==> src/rtl/pwm_seq_pkg.sv <==
`default_nettype none
// ============================================================================
//  Module      : pwm_seq_pkg
//  Description : Shared definitions for the PWM duty sequencer: FSM state
//                encoding, default datapath widths and an index-width helper.
//                Optional feature macro used by the sequencer: PWM_SEQ_RAMP_EN.
//  Revision    : 1.0 - initial release
// ============================================================================
package pwm_seq_pkg;

    localparam int DEF_DUTY_W = 20;
    localparam int DEF_GAP_W  = 12;
    localparam int DEF_HOLD_W = 32;
    localparam int DEF_STEPS  = 4;

    typedef enum logic [1:0] {
        ST_IDLE = 2'd0,
        ST_LOAD = 2'd1,
        ST_RAMP = 2'd2,
        ST_HOLD = 2'd3
    } seq_state_t;

    // Width of a table index; a single-entry table still needs one bit.
    function automatic int idx_width(input int steps);
        return (steps > 1) ? $clog2(steps) : 1;
    endfunction

endpackage
`default_nettype wire

==> src/rtl/pwm_duty_sequencer_if.sv <==
`default_nettype none
// ============================================================================
//  Module      : pwm_duty_sequencer_if
//  Description : Configuration / control / output bundle of the PWM duty
//                sequencer.
//                master : config logic side (drives table writes, start/stop)
//                slave  : sequencer side (drives duty_need/duty_gap/status)
//  Ports       : cfg_we, cfg_idx, cfg_duty, cfg_hold, cfg_gap, cfg_last,
//                cfg_loop, start, stop  (master -> slave)
//                duty_need, duty_gap, busy, step_idx, step_done (slave -> master)
//  Revision    : 1.0 - initial release
// ============================================================================
interface pwm_duty_sequencer_if
    import pwm_seq_pkg::*;
#(
    parameter int DUTY_W = DEF_DUTY_W,
    parameter int GAP_W  = DEF_GAP_W,
    parameter int HOLD_W = DEF_HOLD_W,
    parameter int IDX_W  = idx_width(DEF_STEPS)
);

    logic              cfg_we;
    logic [IDX_W-1:0]  cfg_idx;
    logic [DUTY_W-1:0] cfg_duty;
    logic [HOLD_W-1:0] cfg_hold;
    logic [GAP_W-1:0]  cfg_gap;
    logic [IDX_W-1:0]  cfg_last;
    logic              cfg_loop;
    logic              start;
    logic              stop;

    logic [DUTY_W-1:0] duty_need;
    logic [GAP_W-1:0]  duty_gap;
    logic              busy;
    logic [IDX_W-1:0]  step_idx;
    logic              step_done;

    modport master (
        output cfg_we, cfg_idx, cfg_duty, cfg_hold, cfg_gap, cfg_last, cfg_loop,
               start, stop,
        input  duty_need, duty_gap, busy, step_idx, step_done
    );

    modport slave (
        input  cfg_we, cfg_idx, cfg_duty, cfg_hold, cfg_gap, cfg_last, cfg_loop,
               start, stop,
        output duty_need, duty_gap, busy, step_idx, step_done
    );

endinterface
`default_nettype wire

==> src/rtl/pwm_seq_ramp.sv <==
`default_nettype none
// ============================================================================
//  Module      : pwm_seq_ramp
//  Description : Slew helper for the duty sequencer (used only when
//                PWM_SEQ_RAMP_EN is defined). A prescaler produces one tick
//                every RAMP_DIV cycles while enabled; next_o is the current
//                duty moved RAMP_INC toward the target, clamped to the target.
//  Ports       : clk, rst     - clock, synchronous active-high reset
//                en_i         - prescaler runs while high, cleared while low
//                duty_i/tgt_i - current duty / target duty
//                tick_o       - apply next_o this cycle
//                next_o       - clamped next duty value
//                done_o       - next_o lands exactly on the target
//  Revision    : 1.0 - initial release
// ============================================================================
module pwm_seq_ramp #(
    parameter int DUTY_W   = 20,
    parameter int RAMP_DIV = 1000,
    parameter int RAMP_INC = 100
) (
    input  wire logic              clk,
    input  wire logic              rst,
    input  wire logic              en_i,
    input  wire logic [DUTY_W-1:0] duty_i,
    input  wire logic [DUTY_W-1:0] tgt_i,
    output logic                   tick_o,
    output logic      [DUTY_W-1:0] next_o,
    output logic                   done_o
);

    localparam int                PRE_W    = (RAMP_DIV > 1) ? $clog2(RAMP_DIV) : 1;
    localparam logic [PRE_W-1:0]  PRE_LAST = PRE_W'(RAMP_DIV - 1);
    localparam logic [DUTY_W-1:0] INC      = DUTY_W'(RAMP_INC);

    logic [PRE_W-1:0]  pre_q;
    logic [PRE_W-1:0]  pre_d;
    logic [DUTY_W-1:0] w_diff;

    always_comb begin
        tick_o = (pre_q == PRE_LAST);
        pre_d  = pre_q + 1'b1;
        if (!en_i || tick_o) begin
            pre_d = '0;
        end
    end

    // Compare distance against the increment before adding/subtracting so the
    // result can never overshoot the target or wrap around zero / full scale.
    always_comb begin
        w_diff = '0;
        next_o = tgt_i;
        if (duty_i < tgt_i) begin
            w_diff = tgt_i - duty_i;
            next_o = (w_diff <= INC) ? tgt_i : (duty_i + INC);
        end else begin
            w_diff = duty_i - tgt_i;
            next_o = (w_diff <= INC) ? tgt_i : (duty_i - INC);
        end
        done_o = (next_o == tgt_i);
    end

    always_ff @(posedge clk) begin
        if (rst) begin
            pre_q <= '0;
        end else begin
            pre_q <= pre_d;
        end
    end

endmodule
`default_nettype wire

==> src/rtl/pwm_duty_sequencer.sv <==
`default_nettype none
// ============================================================================
//  Module      : pwm_duty_sequencer
//  Description : Plays a table of (duty, hold) steps onto the duty_need /
//                duty_gap inputs of the PWM generator, then stops or loops.
//                Optional macro PWM_SEQ_RAMP_EN: slew duty_need toward each
//                step's target in RAMP_INC increments every RAMP_DIV cycles
//                before the hold count starts.
//  Ports       : clk  - system clock
//                rst  - synchronous reset, active-high (clears table too)
//                bus  - pwm_duty_sequencer_if.slave:
//                       cfg_we/cfg_idx/cfg_duty/cfg_hold : table write
//                       cfg_gap   : gap value, registered every cycle
//                       cfg_last/cfg_loop : latched at start
//                       start/stop: control pulses (stop has priority)
//                       duty_need/duty_gap/busy/step_idx/step_done : outputs
//  Revision    : 1.0 - initial release
// ============================================================================
module pwm_duty_sequencer
    import pwm_seq_pkg::*;
#(
    parameter int DUTY_W   = DEF_DUTY_W,
    parameter int GAP_W    = DEF_GAP_W,
    parameter int HOLD_W   = DEF_HOLD_W,
    parameter int STEPS    = DEF_STEPS,
    parameter int RAMP_DIV = 1000,
    parameter int RAMP_INC = 100
) (
    input  wire logic            clk,
    input  wire logic            rst,
    pwm_duty_sequencer_if.slave  bus
);

    localparam int IDX_W = idx_width(STEPS);

    if ((STEPS < 2) || ((STEPS & (STEPS - 1)) != 0) || (RAMP_DIV < 1) || (RAMP_INC < 1))
    begin : g_bad_param
        $error("pwm_duty_sequencer: illegal parameter combination");
    end

    // Step table kept in flops so the synchronous reset can clear it.
    logic [DUTY_W-1:0] tbl_duty_q [STEPS];
    logic [HOLD_W-1:0] tbl_hold_q [STEPS];
    logic [GAP_W-1:0]  gap_q;

    seq_state_t        state_q;
    logic [IDX_W-1:0]  idx_q;
    logic [IDX_W-1:0]  last_q;
    logic              loop_q;
    logic [HOLD_W-1:0] hold_q;
    logic [DUTY_W-1:0] duty_q;
    logic              busy_q;
    logic              done_q;

    always_ff @(posedge clk) begin
        if (rst) begin
            for (int i = 0; i < STEPS; i++) begin
                tbl_duty_q[i] <= '0;
                tbl_hold_q[i] <= '0;
            end
            gap_q <= '0;
        end else begin
            gap_q <= bus.cfg_gap;
            if (bus.cfg_we) begin
                tbl_duty_q[bus.cfg_idx] <= bus.cfg_duty;
                tbl_hold_q[bus.cfg_idx] <= bus.cfg_hold;
            end
        end
    end

`ifdef PWM_SEQ_RAMP_EN
    logic [DUTY_W-1:0] tgt_q;
    logic              w_ramp_tick;
    logic [DUTY_W-1:0] w_ramp_next;
    logic              w_ramp_done;

    pwm_seq_ramp #(
        .DUTY_W   (DUTY_W),
        .RAMP_DIV (RAMP_DIV),
        .RAMP_INC (RAMP_INC)
    ) u_ramp (
        .clk    (clk),
        .rst    (rst),
        .en_i   (state_q == ST_RAMP),
        .duty_i (duty_q),
        .tgt_i  (tgt_q),
        .tick_o (w_ramp_tick),
        .next_o (w_ramp_next),
        .done_o (w_ramp_done)
    );
`endif

    always_ff @(posedge clk) begin
        if (rst) begin
            state_q <= ST_IDLE;
            idx_q   <= '0;
            last_q  <= '0;
            loop_q  <= 1'b0;
            hold_q  <= '0;
            duty_q  <= '0;
            busy_q  <= 1'b0;
            done_q  <= 1'b0;
`ifdef PWM_SEQ_RAMP_EN
            tgt_q   <= '0;
`endif
        end else begin
            done_q <= 1'b0;
            if (bus.stop) begin
                // Abort wins over everything, including a coincident start
                // or a hold expiring in this very cycle.
                state_q <= ST_IDLE;
                idx_q   <= '0;
                duty_q  <= '0;
                busy_q  <= 1'b0;
            end else begin
                case (state_q)
                    ST_IDLE: begin
                        if (bus.start) begin
                            state_q <= ST_LOAD;
                            idx_q   <= '0;
                            last_q  <= bus.cfg_last;
                            loop_q  <= bus.cfg_loop;
                            busy_q  <= 1'b1;
                        end
                    end
                    ST_LOAD: begin
                        // A zero hold still plays the step for one cycle.
                        hold_q <= (tbl_hold_q[idx_q] == '0) ? HOLD_W'(1) : tbl_hold_q[idx_q];
`ifdef PWM_SEQ_RAMP_EN
                        tgt_q  <= tbl_duty_q[idx_q];
                        state_q <= (tbl_duty_q[idx_q] != duty_q) ? ST_RAMP : ST_HOLD;
`else
                        duty_q  <= tbl_duty_q[idx_q];
                        state_q <= ST_HOLD;
`endif
                    end
`ifdef PWM_SEQ_RAMP_EN
                    ST_RAMP: begin
                        if (w_ramp_tick) begin
                            duty_q <= w_ramp_next;
                            if (w_ramp_done) begin
                                state_q <= ST_HOLD;
                            end
                        end
                    end
`endif
                    ST_HOLD: begin
                        if (hold_q <= HOLD_W'(1)) begin
                            hold_q <= '0;
                            done_q <= 1'b1;
                            if (idx_q < last_q) begin
                                idx_q   <= idx_q + 1'b1;
                                state_q <= ST_LOAD;
                            end else if (loop_q) begin
                                idx_q   <= '0;
                                state_q <= ST_LOAD;
                            end else begin
                                state_q <= ST_IDLE;
                                busy_q  <= 1'b0;
                            end
                        end else begin
                            hold_q <= hold_q - 1'b1;
                        end
                    end
                    default: begin
                        state_q <= ST_IDLE;
                        busy_q  <= 1'b0;
                    end
                endcase
            end
        end
    end

    assign bus.duty_need = duty_q;
    assign bus.duty_gap  = gap_q;
    assign bus.busy      = busy_q;
    assign bus.step_idx  = idx_q;
    assign bus.step_done = done_q;

endmodule
`default_nettype wire

==> src/flat_wrapper.sv <==
// flat-port wrapper written by rule: the top's interface ports become plain ports
module pwm_duty_sequencer_flat import pwm_seq_pkg::*;
#(
    parameter int DUTY_W   = DEF_DUTY_W,
    parameter int GAP_W    = DEF_GAP_W,
    parameter int HOLD_W   = DEF_HOLD_W,
    parameter int STEPS    = DEF_STEPS,
    parameter int RAMP_DIV = 1000,
    parameter int RAMP_INC = 100
)
  (clk, rst, bus_cfg_we, bus_cfg_idx, bus_cfg_duty, bus_cfg_hold, bus_cfg_gap, bus_cfg_last, bus_cfg_loop, bus_start, bus_stop, bus_duty_need, bus_duty_gap, bus_busy, bus_step_idx, bus_step_done);
  pwm_duty_sequencer_if #(.DUTY_W(DUTY_W), .GAP_W(GAP_W), .HOLD_W(HOLD_W), .IDX_W((2))) bus_i ();
  input  wire logic clk;
  input  wire logic rst;
  input wire logic [$bits(bus_i.cfg_we)-1:0] bus_cfg_we;
  input wire logic [$bits(bus_i.cfg_idx)-1:0] bus_cfg_idx;
  input wire logic [$bits(bus_i.cfg_duty)-1:0] bus_cfg_duty;
  input wire logic [$bits(bus_i.cfg_hold)-1:0] bus_cfg_hold;
  input wire logic [$bits(bus_i.cfg_gap)-1:0] bus_cfg_gap;
  input wire logic [$bits(bus_i.cfg_last)-1:0] bus_cfg_last;
  input wire logic [$bits(bus_i.cfg_loop)-1:0] bus_cfg_loop;
  input wire logic [$bits(bus_i.start)-1:0] bus_start;
  input wire logic [$bits(bus_i.stop)-1:0] bus_stop;
  output wire logic [$bits(bus_i.duty_need)-1:0] bus_duty_need;
  output wire logic [$bits(bus_i.duty_gap)-1:0] bus_duty_gap;
  output wire logic [$bits(bus_i.busy)-1:0] bus_busy;
  output wire logic [$bits(bus_i.step_idx)-1:0] bus_step_idx;
  output wire logic [$bits(bus_i.step_done)-1:0] bus_step_done;
  assign bus_i.cfg_we = bus_cfg_we;
  assign bus_i.cfg_idx = bus_cfg_idx;
  assign bus_i.cfg_duty = bus_cfg_duty;
  assign bus_i.cfg_hold = bus_cfg_hold;
  assign bus_i.cfg_gap = bus_cfg_gap;
  assign bus_i.cfg_last = bus_cfg_last;
  assign bus_i.cfg_loop = bus_cfg_loop;
  assign bus_i.start = bus_start;
  assign bus_i.stop = bus_stop;
  assign bus_duty_need = bus_i.duty_need;
  assign bus_duty_gap = bus_i.duty_gap;
  assign bus_busy = bus_i.busy;
  assign bus_step_idx = bus_i.step_idx;
  assign bus_step_done = bus_i.step_done;
  pwm_duty_sequencer #(.DUTY_W(DUTY_W), .GAP_W(GAP_W), .HOLD_W(HOLD_W), .STEPS(STEPS), .RAMP_DIV(RAMP_DIV), .RAMP_INC(RAMP_INC)) u_core (.clk(clk), .rst(rst), .bus(bus_i));
endmodule
==> config.mk <==
export PLATFORM = sky130hd
export DESIGN_NAME = pwm_duty_sequencer_flat
export DESIGN_NICKNAME = d
export VERILOG_FILES = /design/src/rtl/pwm_seq_pkg.sv /design/src/rtl/pwm_duty_sequencer_if.sv /design/src/rtl/pwm_seq_ramp.sv /design/src/rtl/pwm_duty_sequencer.sv /design/src/flat_wrapper.sv
export SDC_FILE = /design/constraint.sdc
export NUM_CORES = 1
export LEC_CHECK = 0
export CAP_MARGIN = 20
export CORE_MARGIN = 10
export CORE_UTILIZATION = 35
export DETAILED_ROUTE_END_ITERATION = 10
export DONT_BUFFER_PORTS = 1
export PLACE_DENSITY_LB_ADDON = 0.12
export SLEW_MARGIN = 20
export SYNTH_ARGS = -nofsm -noshare
export SYNTH_HDL_FRONTEND = slang
export SYNTH_SLANG_ARGS = --single-unit
==> constraint.sdc <==
create_clock -name clk -period 4 [get_ports clk]
set_clock_uncertainty 0.15 [all_clocks]
set_input_delay 0.4 -clock clk [delete_from_list [all_inputs] [get_ports clk]]
set_output_delay 0.4 -clock clk [all_outputs]
set_load 0.01 [all_outputs]
# Word-level counts from Yosys, hierarchy flattened
# Memory sizes are Yosys's and may differ from the RTL's. A register that Yosys moved wholly into a read port is not among the register bits.
# Cells that the tools add are included.
# W data, S select, Z words.
# classes
add_sub_neg	2
order_cmp	2
n_eq_ne	7
muxes	32
bitwise	3
n_reduce_logical	13
# op_table
operator	count
$mux W32	3
$pmux W32 S2	1
$le A32 B1 Y1 const B	1
$logic_not A32 Y1	1
$reduce_or A32 Y1	1
$sub A32 B1 Y32 const B	1
$mux W2	11
$mux W20	1
$reduce_or A20 Y1	1
$mux W1	13
$ne A2 B2 Y1 const B	3
$pmux W2 S3	1
$reduce_and A5 Y1	1
$pmux W2 S2	1
$reduce_and A2 Y1	2
$reduce_and A4 Y1	1
$reduce_bool A2 Y1	2
$ne A3 B1 Y1 const B	1
$not A1 Y1	3
$pmux W1 S3	1
$reduce_and A3 Y1	1
$reduce_or A3 Y1	1
$add A2 B1 Y2 const B	1
$eq A2 B1 Y1 const B	1
5 further kinds	5
# totals
register_bits	53
ram_bits	208
input_bits	74
output_inout_bits	36
elab_cells	69
mem_count	2
# memory_table
memory	depth	word_bits	rd	rd_clocked_by_memory_dff	write_ports	line_no	text
u_core.tbl_hold_q	4	32	1	1	4	pwm_duty_sequencer.sv:43	logic [HOLD_W-1:0] tbl_hold_q [STEPS];
u_core.tbl_duty_q	4	20	1	1	4	pwm_duty_sequencer.sv:42	logic [DUTY_W-1:0] tbl_duty_q [STEPS];

# Depth between registers and ports, before layout
# Gate-level depths: netlist of the first run.
# logic_depth
ltp_word	6
ltp_mapped	11
ltp_nobuf	8

# Least setup slack after synthesis of the first run
# No wires, ideal clock.
# synth_path
path_kind	input -> register
from	in rst
to	mem u_core.tbl_duty_q[0][0], enable pin
setup_time_ps	387
t_arrival_ps	2100
t_required_ps	3463
slack_ps	1363
stages	5
path_buffers	2
cell_sequence	buf_6 > nor2b_1 > clkbuf_1 > nor3b_1 > or2_2
# synth_rtl
item	line_no	text
from (decl)	flat_wrapper.sv:14	input wire logic rst;
to (decl)	pwm_duty_sequencer.sv:42	

# Worst setup path after layout of the first run
# layout_path
from	reg u_core.hold_q[24]
to	reg u_core.hold_q[3]
# layout_via
elab_chain_cells	3
# layout_rtl
item	line_no	text
from (decl)	pwm_duty_sequencer.sv:50	logic [HOLD_W-1:0] hold_q;
from (signal assigned)	pwm_duty_sequencer.sv:128	hold_q <= (tbl_hold_q[idx_q] == '0) ? HOLD_W'(1) : tbl_hold_q[idx_q];
from (signal assigned)	pwm_duty_sequencer.sv:162	hold_q <= hold_q - 1'b1;
$le A32 B1 Y1	pwm_duty_sequencer.sv:148	if (hold_q <= HOLD_W'(1)) begin
$mux W32	pwm_duty_sequencer.sv:148	
$pmux W32 S2	pwm_duty_sequencer.sv:116	case (state_q)
# Every way passes these cells.
# A chain may end at the register's enable or synchronous reset.

==> report_table.html, run 1 <==
<table>
<tr><th>Metric</th><th>Value</th></tr>
<tr><th colspan="2">Status</th></tr>
<tr><td>Outcome</td><td>completed</td></tr>
<tr><th colspan="2">Worst setup path</th></tr>
<tr><td>R2r setup slk</td><td>1040 ps</td></tr>
<tr><td>Crit end category</td><td>flip-flop</td></tr>
<tr><td>Top fanout value on the critical path</td><td>16</td></tr>
<tr><td>Startpoint class of the critical path</td><td>flip-flop</td></tr>
<tr><td>Highest cell delay on the worst timing path</td><td>650 ps</td></tr>
<tr><td>Data arrival time of the critical path</td><td>3220 ps</td></tr>
<tr><td>Crit Path Class</td><td>reg -&gt; reg</td></tr>
<tr><td>Crit-path cells</td><td>or3_1, or3_4, o41ai_4, buf_4, o21ai_0, a32o_1</td></tr>
<tr><td>CP required</td><td>4250 ps</td></tr>
<tr><td>Standard cell with the maximum stage delay on the critical path</td><td>sky130_fd_sc_hd__o41ai_4</td></tr>
<tr><th colspan="2">Timing</th></tr>
<tr><td>Setup repair after global routing missed its margin</td><td>false</td></tr>
<tr><td>Number of endpoints failing setup at the final stage</td><td>0</td></tr>
<tr><td>Actual slew at the worst max-slew pin</td><td>roughly 900 ps</td></tr>
<tr><td>Minimum clock period</td><td>2963 ps</td></tr>
<tr><td>Summed negative setup slack over all endpoints</td><td>0 ps</td></tr>
<tr><td>Achievable frequency</td><td>around 340 MHz</td></tr>
<tr><td>Number of hold-slack violations in the final timing report</td><td>0</td></tr>
<tr><td>Relative slew margins</td><td>between 30 and 40%</td></tr>
<tr><td>Share of the clock period used by the worst path after layout</td><td>about three quarters</td></tr>
<tr><td>Max-slew violations</td><td>0</td></tr>
<tr><th colspan="2">Clock network</th></tr>
<tr><td>Total number of H-tree levels</td><td>2</td></tr>
<tr><td>Num CTS Buffers</td><td>34</td></tr>
<tr><td>Number of clock sinks seen by CTS</td><td>283</td></tr>
<tr><td>Post-CTS Setup Inserts</td><td>0</td></tr>
<tr><td>Root Buffer</td><td>sky130_fd_sc_hd__clkbuf_16</td></tr>
<tr><td>Clock insertion delay at the later pin of the skew report</td><td>510 ps</td></tr>
<tr><td>TritonCTS clock tree</td><td>yes</td></tr>
<tr><td>Longest Clk Path Bufs</td><td>3</td></tr>
<tr><td>Clock-pin slew reported for the worst setup and hold paths after clock tree synthesis</td><td>60 ps</td></tr>
<tr><th colspan="2">Placed design</th></tr>
<tr><td>IO Port Bufs</td><td>0</td></tr>
<tr><td>Routability-driven placement congestion ratio</td><td>0.8119</td></tr>
<tr><td>Final HPWL DP</td><td>a little under 20000 um</td></tr>
<tr><td>Cell Count Post-Placement</td><td>roughly 1.4k</td></tr>
<tr><th colspan="2">Detailed routing</th></tr>
<tr><td>Remaining number of nets flagged by the antenna check after routing</td><td>0</td></tr>
<tr><td>Via count</td><td>about 7.8k</td></tr>
<tr><td>Average wire length per cell after detail routing</td><td>22.21 um</td></tr>
<tr><td>Iter 0 DRT Violations</td><td>between 500 and 600</td></tr>
<tr><td>Total routed wirelength</td><td>between 30000 and 40000 um</td></tr>
<tr><td>Via density per instance</td><td>5.222</td></tr>
<tr><td>Number of remaining DRC errors</td><td>0</td></tr>
<tr><td>First-pass DRT Iterations</td><td>6</td></tr>
<tr><th colspan="2">Logic synthesis</th></tr>
<tr><td>Largest area contributor in the synthesized netlist</td><td>sky130_fd_sc_hd__edfxtp_1</td></tr>
<tr><td>Count of unique library cells instantiated by Yosys</td><td>56</td></tr>
<tr><td>Async set or reset register ratio after synthesis</td><td>0%</td></tr>
<tr><td>Top FF cell, synth</td><td>sky130_fd_sc_hd__edfxtp_1</td></tr>
<tr><td>Post-synthesis instance total</td><td>~950</td></tr>
<tr><td>Area share of the leading cell type in the synthesized netlist</td><td>49.51%</td></tr>
<tr><td>Cells taking the most area after synthesis</td><td>sky130_fd_sc_hd__edfxtp_1 50%, sky130_fd_sc_hd__dfxtp_1 12%, sky130_fd_sc_hd__and2_1 11%</td></tr>
<tr><td>Part of the Yosys area used for sequential elements</td><td>around three fifths</td></tr>
<tr><td>Netlist area before placement</td><td>12610 um^2</td></tr>
<tr><td>Number of register bits inferred by synthesis</td><td>283</td></tr>
<tr><td>Number of synthesized flops with an enable pin</td><td>roughly 210</td></tr>
<tr><td>Mean instance size in the synthesized netlist</td><td>13.31 um^2</td></tr>
<tr><td>Warning count from the yosys run</td><td>0</td></tr>
<tr><td>Synthesized netlist net count</td><td>1028</td></tr>
<tr><th colspan="2">Final layout</th></tr>
<tr><td>Nets@finish</td><td>1088</td></tr>
<tr><td>Number of filler instances in the final layout</td><td>roughly 3.3k</td></tr>
<tr><td>P&amp;R area growth vs syn</td><td>18.73%</td></tr>
<tr><td>Filler-free cell count of the finished design</td><td>1494</td></tr>
<tr><td>Layout cells sized above 1</td><td>14.53%</td></tr>
<tr><th colspan="2">Flow run</th></tr>
<tr><td>Max-cap check violation count</td><td>0</td></tr>
<tr><th colspan="2">Floorplanning</th></tr>
<tr><td>Initial standard-cell utilization of the core</td><td>a little over a third</td></tr>
<tr><td>Placeable core region</td><td>about 36000 um^2</td></tr>
<tr><td>Die area</td><td>44030 um^2</td></tr>
<tr><td>Number of top-level pins</td><td>110</td></tr>
<tr><td>Floorplan die height</td><td>209.8 um</td></tr>
<tr><td>Horizontal die dimension</td><td>209.8 um</td></tr>
<tr><td>Count of standard-cell rows</td><td>69</td></tr>
<tr><th colspan="2">Global route</th></tr>
<tr><td>Wire length of the first global-routing pass</td><td>~52000 um</td></tr>
<tr><td>Overflow after GRT</td><td>0</td></tr>
<tr><td>Initial antenna violation count</td><td>2</td></tr>
<tr><td>GRT Resource Usage Total</td><td>14.94%</td></tr>
<tr><td>Number of global-route vias before repair</td><td>a little over 8k</td></tr>
<tr><td>Pin count of the biggest net entering global routing</td><td>53</td></tr>
<tr><th colspan="2">Pwr</th></tr>
<tr><td>Total leakage power</td><td>5.204 nW</td></tr>
<tr><td>Power per cell area</td><td>478.9 nW/um^2</td></tr>
<tr><td>Worst IR Drop VDD</td><td>0.3404 mV</td></tr>
<tr><th colspan="2">Worst hold path</th></tr>
<tr><td>Hold/Removal Path Class</td><td>in -&gt; reg</td></tr>
</table>
cell type report:
| class | instances | area [um^2] | share of cell area, % |
|---|---|---|---|
| sequential | 283 | 7750 | 51.75 |
| tap | 461 | 576.8 | 3.851 |
| multi-input combinational | 591 | 4574 | 30.54 |
| inverter | 8 | 30.03 | 0.2005 |
| timing repair buffer | 90 | 893.4 | 5.965 |
| antenna | 1 | 2.502 | 0.01671 |
| clock inverter | 12 | 153.9 | 1.028 |
| clock buffer | 48 | 996.0 | 6.650 |
timing repair:
| action | in CTS | in global routing |
|---|---|---|
| gates resized for setup | 0 | 0 |
| endpoints found under the hold margin | 243 | 0 |
| hold buffers | 68 | 0 |
final timing paths:
path,from,endpoint,cells after the start
setup reg to reg,u_core.hold_q[24],u_core.hold_q[3],6
hold / removal,bus_stop,u_core.hold_q[14],3
hold reg to reg,u_core.hold_q[26],u_core.hold_q[26],2
setup / recovery,u_core.hold_q[24],u_core.hold_q[3],6
cells in the final DEF, fill, tap and decap left out, types with 6 or more instances in the layout:
master,count
sky130_fd_sc_hd__and2_1,212
sky130_fd_sc_hd__edfxtp_1,208
sky130_fd_sc_hd__dfxtp_1,73
sky130_fd_sc_hd__dlygate4sd3_1,67
sky130_fd_sc_hd__nor2_1,56
sky130_fd_sc_hd__mux4_2,52
sky130_fd_sc_hd__clkbuf_16,36
sky130_fd_sc_hd__o21ai_0,29
sky130_fd_sc_hd__nand2_1,26
sky130_fd_sc_hd__mux2i_1,24
sky130_fd_sc_hd__a21oi_1,23
sky130_fd_sc_hd__nor4_1,19
sky130_fd_sc_hd__buf_4,19
sky130_fd_sc_hd__nor3_1,18
sky130_fd_sc_hd__nand3_1,14
sky130_fd_sc_hd__nor2b_1,13
sky130_fd_sc_hd__a32o_1,8
sky130_fd_sc_hd__or3_1,8
sky130_fd_sc_hd__inv_1,8
sky130_fd_sc_hd__clkbuf_1,7
sky130_fd_sc_hd__o211ai_1,6
sky130_fd_sc_hd__or2_2,6
sky130_fd_sc_hd__ha_1,6
Yosys cell counts, drive strengths merged (2+ instances only):
cell type	instances
a211oi	4
a21oi	23
a221oi	3
a22oi	5
a31oi	5
a32o	8
and2	212
and3b	3
buf	11
clkbuf	55
dfxtp	75
edfxtp	208
ha	6
inv	8
mux2i	24
mux4	52
nand2	27
nand3	14
nand3b	3
nand4	4
nand4b	2
nor2	57
nor2b	14
nor3	18
nor4	20
nor4b	2
o211ai	6
o21a	2
o21ai	31
o311ai	4
o31ai	4
o41ai	3
or2	6
or3	9
or4	5
xnor2	3
xor2	4
sequential cells by signal, summed over array words and instances (netlist names), named ones only:
register	count
u_core.tbl_hold_q	128
u_core.tbl_duty_q	80
u_core.hold_q	32
u_core.bus.duty_need	20
u_core.bus.duty_gap	12
u_core.bus.step_idx	2
u_core.last_q	2
u_core.state_q	2
u_core.bus.busy	1
u_core.bus.step_done	1
u_core.loop_q	1
power breakdown:
| group | switching, mW | internal (mW) | total, mW |
|---|---|---|---|
| clock network | 1.20 | 1.94 | 3.14 |
| registers | 0.0658 | 3.34 | 3.41 |
| logic | 0.376 | 0.243 | 0.619 |
| total | 1.65 | 5.53 | 7.17 |
cell families (layout without fill, tap and decap cells):
| kind of cell | after synthesis | in the layout | synth area share, % |
|---|---|---|---|
| AOI/OAI and AO/OA | 102 | 102 | 5.446 |
| adders and majority gates | 6 | 6 | 0.5951 |
| DFF | 283 | 283 | 61.42 |
| other | 0 | 1 | 0 |
| xor gates and xnor gates | 7 | 7 | 0.4860 |
| and+or+nand+nor | 400 | 400 | 18.30 |
| buffers and inverters | 74 | 158 | 2.569 |
| muxes | 76 | 76 | 11.19 |
routing by layer:
| layer | vias to the layer above | wire length (um) | track usage [%] |
|---|---|---|---|
| li1 | 3622 | - | - |
| met1 | 3898 | 14830 | 19.84 |
| met2 | 231 | 15570 | 24.09 |
| met4 | 2 | 788 | 4.391 |
| met5 | - | 13 | 0 |
| met3 | 49 | 1981 | 3.088 |
worst max-delay path: cells and delay by family (launching register included):
family,cells,cell delay [ps]
AOI/OAI and AO/OA,3,1050
DFF,1,360
buffers and inverters,1,330
and+or+nand+nor,2,970
per-stage QoR:
stage                     instance area [um^2]  setup slack (ps)  utilization [%]  power (mW)  hold WS (ps)
after global placement                   13130              1150            36.92       4.012         310.6
after CTS                                14970              1053            42.10       7.265         7.337
final                                    14980              1037            42.11       7.172         8.257
after detailed placement                 13130              1099            36.92       4.015         318.3
after global routing                     14980             849.0            42.11       7.453         37.61
after floorplan                          12610              1363                -       3.837         297.9
(Power assumes the default switching activity.)
==> inputs of run 2 (changes only) <==
clock period = 2.8 ns   (was 4 ns; I/O delays follow)
==> run 2 against run 1 <==
Against the previous run:
- clock power is 30% higher
- worst setup slack lost 900 ps
- core utilization increased by 0.46 points
- global-route usage increased by 0.17 points
- flip-flop and latch count unchanged
- non-clock buffer count increased by 27
- combinational power increased by 55%
- sequential power increased by 43%
- critical path type unchanged
- largest cell class unchanged
- largest power group unchanged
==> report_table.html, run 2 (synthesis results as in run 1) <==
<table>
<tr><th>Metric</th><th>Value</th></tr>
<tr><th colspan="2">Status</th></tr>
<tr><td>Outcome</td><td>completed</td></tr>
<tr><th colspan="2">Worst setup path</th></tr>
<tr><td>Worst setup path start</td><td>u_core.hold_q[28]</td></tr>
<tr><td>Top fanout value on the critical path</td><td>5 (-11)</td></tr>
<tr><td>Startpoint class of the critical path</td><td>flip-flop</td></tr>
<tr><td>R2r setup slk</td><td>130 ps (-900 ps)</td></tr>
<tr><td>Crit end category</td><td>flip-flop</td></tr>
<tr><td>CP required</td><td>3030 ps (-1220 ps)</td></tr>
<tr><td>Start of the worst register-to-register path</td><td>u_core.hold_q[28]</td></tr>
<tr><td>Data arrival time of the critical path</td><td>2900 ps (-320 ps)</td></tr>
<tr><td>Crit Path Class</td><td>reg -&gt; reg</td></tr>
<tr><th colspan="2">Timing</th></tr>
<tr><td>Relative slew margins</td><td>52.28% (+12 points)</td></tr>
<tr><td>Final critical-path setup slack</td><td>132.0 ps (-904.7 ps)</td></tr>
<tr><td>Achievable frequency</td><td>374.8 MHz (+11%)</td></tr>
<tr><td>Summed negative setup slack over all endpoints</td><td>0 ps (unchanged)</td></tr>
<tr><td>Setup repair after global routing missed its margin</td><td>false</td></tr>
<tr><td>Number of hold-slack violations in the final timing report</td><td>0 (unchanged)</td></tr>
<tr><td>Number of endpoints failing setup at the final stage</td><td>0 (unchanged)</td></tr>
<tr><td>Actual slew at the worst max-slew pin</td><td>715.8 ps (-186.9 ps)</td></tr>
<tr><td>Minimum clock period</td><td>2668 ps (-295.3 ps)</td></tr>
<tr><td>Max-slew violations</td><td>0 (unchanged)</td></tr>
<tr><td>Share of the clock period used by the worst path after layout</td><td>95.29% (+21 points)</td></tr>
<tr><th colspan="2">Pwr</th></tr>
<tr><td>Power per cell area</td><td>654.2 nW/um^2 (+37%)</td></tr>
<tr><td>Worst IR Drop VDD</td><td>0.4872 mV (+43%)</td></tr>
<tr><td>Total leakage power</td><td>5.290 nW (+1.7%)</td></tr>
<tr><th colspan="2">Final layout</th></tr>
<tr><td>Register ranked first by flip-flop count</td><td>u_core.tbl_hold_q</td></tr>
<tr><td>P&amp;R area growth vs syn</td><td>20.03%</td></tr>
<tr><td>Most frequent cells in the layout</td><td>212 x sky130_fd_sc_hd__and2_1, 208 x sky130_fd_sc_hd__edfxtp_1, 79 x sky130_fd_sc_hd__dlygate4sd3_1</td></tr>
<tr><td>Most common cell after layout, fill and taps aside</td><td>sky130_fd_sc_hd__and2_1</td></tr>
<tr><td>Number of filler instances in the final layout</td><td>3298 (-0.091%)</td></tr>
<tr><td>Filler-free cell count of the finished design</td><td>1522 (+1.9%)</td></tr>
<tr><td>Largest registers ranked by flip-flop count</td><td>u_core.tbl_hold_q (128), u_core.tbl_duty_q (80), u_core.hold_q (32)</td></tr>
<tr><td>Layout cells sized above 1</td><td>14.91% (+0.37 points)</td></tr>
<tr><td>Nets@finish</td><td>1115 (+2.5%)</td></tr>
<tr><td>Flip-flop count of the largest register after layout</td><td>128 (unchanged)</td></tr>
<tr><th colspan="2">Floorplanning</th></tr>
<tr><td>Horizontal die dimension</td><td>209.8 um (unchanged)</td></tr>
<tr><td>Placeable core region</td><td>35570 um^2 (unchanged)</td></tr>
<tr><td>Initial standard-cell utilization of the core</td><td>35.47% (unchanged)</td></tr>
<tr><td>Number of top-level pins</td><td>110 (unchanged)</td></tr>
<tr><td>Count of standard-cell rows</td><td>69 (unchanged)</td></tr>
<tr><td>Die area</td><td>44030 um^2 (unchanged)</td></tr>
<tr><td>Floorplan die height</td><td>209.8 um (unchanged)</td></tr>
<tr><th colspan="2">Detailed routing</th></tr>
<tr><td>Average wire length per cell after detail routing</td><td>21.92 um (-1.3%)</td></tr>
<tr><td>Number of remaining DRC errors</td><td>0 (unchanged)</td></tr>
<tr><td>Iter 0 DRT Violations</td><td>610 (+20%)</td></tr>
<tr><td>First-pass DRT Iterations</td><td>5 (-1)</td></tr>
<tr><td>Via density per instance</td><td>5.131 (-1.8%)</td></tr>
<tr><td>Total routed wirelength</td><td>33360 um (+0.55%)</td></tr>
<tr><td>Remaining number of nets flagged by the antenna check after routing</td><td>0 (unchanged)</td></tr>
<tr><td>Via count</td><td>7809 (+0.090%)</td></tr>
<tr><th colspan="2">Placed design</th></tr>
<tr><td>IO Port Bufs</td><td>0 (unchanged)</td></tr>
<tr><td>Final HPWL DP</td><td>19740 um (+2.2%)</td></tr>
<tr><td>Worst slack at placement</td><td>157.3 ps (-942.2 ps)</td></tr>
<tr><td>Cell Count Post-Placement</td><td>1380 (+1.1%)</td></tr>
<tr><td>Routability-driven placement congestion ratio</td><td>0.8084 (-0.43%)</td></tr>
<tr><th colspan="2">Global route</th></tr>
<tr><td>Overflow after GRT</td><td>0 (unchanged)</td></tr>
<tr><td>Number of global-route vias before repair</td><td>8194 (-0.57%)</td></tr>
<tr><td>GRT Resource Usage Total</td><td>15.10% (+0.17 points)</td></tr>
<tr><td>Initial antenna violation count</td><td>2 (unchanged)</td></tr>
<tr><td>Pin count of the biggest net entering global routing</td><td>53 (unchanged)</td></tr>
<tr><td>Wire length of the first global-routing pass</td><td>51620 um (+0.23%)</td></tr>
<tr><th colspan="2">Clock network</th></tr>
<tr><td>Num CTS Buffers</td><td>34 (unchanged)</td></tr>
<tr><td>Clock-pin slew reported for the worst setup and hold paths after clock tree synthesis</td><td>60 ps (about the same)</td></tr>
<tr><td>TritonCTS clock tree</td><td>yes</td></tr>
<tr><td>Total number of H-tree levels</td><td>2 (unchanged)</td></tr>
<tr><td>Clock insertion delay at the later pin of the skew report</td><td>520 ps (about the same)</td></tr>
<tr><td>Post-CTS Setup Inserts</td><td>0 (unchanged)</td></tr>
<tr><td>Longest Clk Path Bufs</td><td>3 (unchanged)</td></tr>
<tr><td>Root Buffer</td><td>sky130_fd_sc_hd__clkbuf_16</td></tr>
<tr><td>Number of clock sinks seen by CTS</td><td>283 (unchanged)</td></tr>
<tr><th colspan="2">Worst hold path</th></tr>
<tr><td>Startpoint of the most critical hold path</td><td>rst</td></tr>
<tr><td>Hold/Removal Path Class</td><td>in -&gt; reg</td></tr>
<tr><th colspan="2">Flow run</th></tr>
<tr><td>Max-cap check violation count</td><td>0 (unchanged)</td></tr>
</table>
run 2: cell count changes in the layout (fill, tap and decap cells not counted), sizes merged:
cell,delta
buf,+15
clkinv,+3
dlygate4sd3,+12
clkinvlp,-1
clkbuf,+2
bufinv,-3
run 2: final timing paths:
path / end / cells after the start
setup / recovery: flip-flop / 6
hold / removal: u_core.hold_q[6] / 2
setup reg to reg: flip-flop / 6
hold reg to reg: u_core.hold_q[26] / 2
run 2: critical path: stages (launching register included):
cell and delay, ps:
sky130_fd_sc_hd__dfxtp_1 330, sky130_fd_sc_hd__or4_1 520, sky130_fd_sc_hd__or3_4 390, sky130_fd_sc_hd__or4_4 520, sky130_fd_sc_hd__o21a_1 230, sky130_fd_sc_hd__o311ai_2 250
sky130_fd_sc_hd__nand3_1 130
run 2: metal layers:
metal  wire [um]  vias up  track usage [%]
met5           0        -                0
met4         588        0            4.093
met3        2142       44            3.608
met2       16230      211            25.15
met1       14400     3872            19.21
li1            -     3682                -
run 2: report_power, final:
group	total [mW]	internal, mW	switching (mW)
clock network	4.07	2.35	1.73
registers	4.87	4.78	0.0931
logic	0.962	0.415	0.546
run 2: area by class of cell:
cell class              count  area [um^2]  share of cell area [%]
diodes                      1        2.502                 0.01653
clock buffers              50        942.2                   6.223
multi-input cells         591         4583                   30.27
clock inverters            11        67.56                  0.4462
inverters                   8        30.03                  0.1983
flip-flops and latches    283         7750                   51.19
well taps                 461        576.8                   3.810
repair buffers            117         1189                   7.851
run 2: what timing repair did:
| item | CTS | global route |
|---|---|---|
| setup endpoints to repair | 0 | 1 |
| gates resized for setup | 0 | 2 |
| hold buffers | 80 | 0 |
| hold endpoints to repair | 253 | 0 |
run 2: per-stage QoR:
step	cell area (um^2)	util [%]	total power, mW	hold WS, ps
floorplan	12610	-	5.481	258.2
global placement	13310	37.42	5.794	208.2
detailed placement	13310	37.42	5.798	208.9
CTS	15130	42.54	10.04	8.320
global route	15140	42.57	10.31	20.53
finish	15140	42.57	9.905	38.11
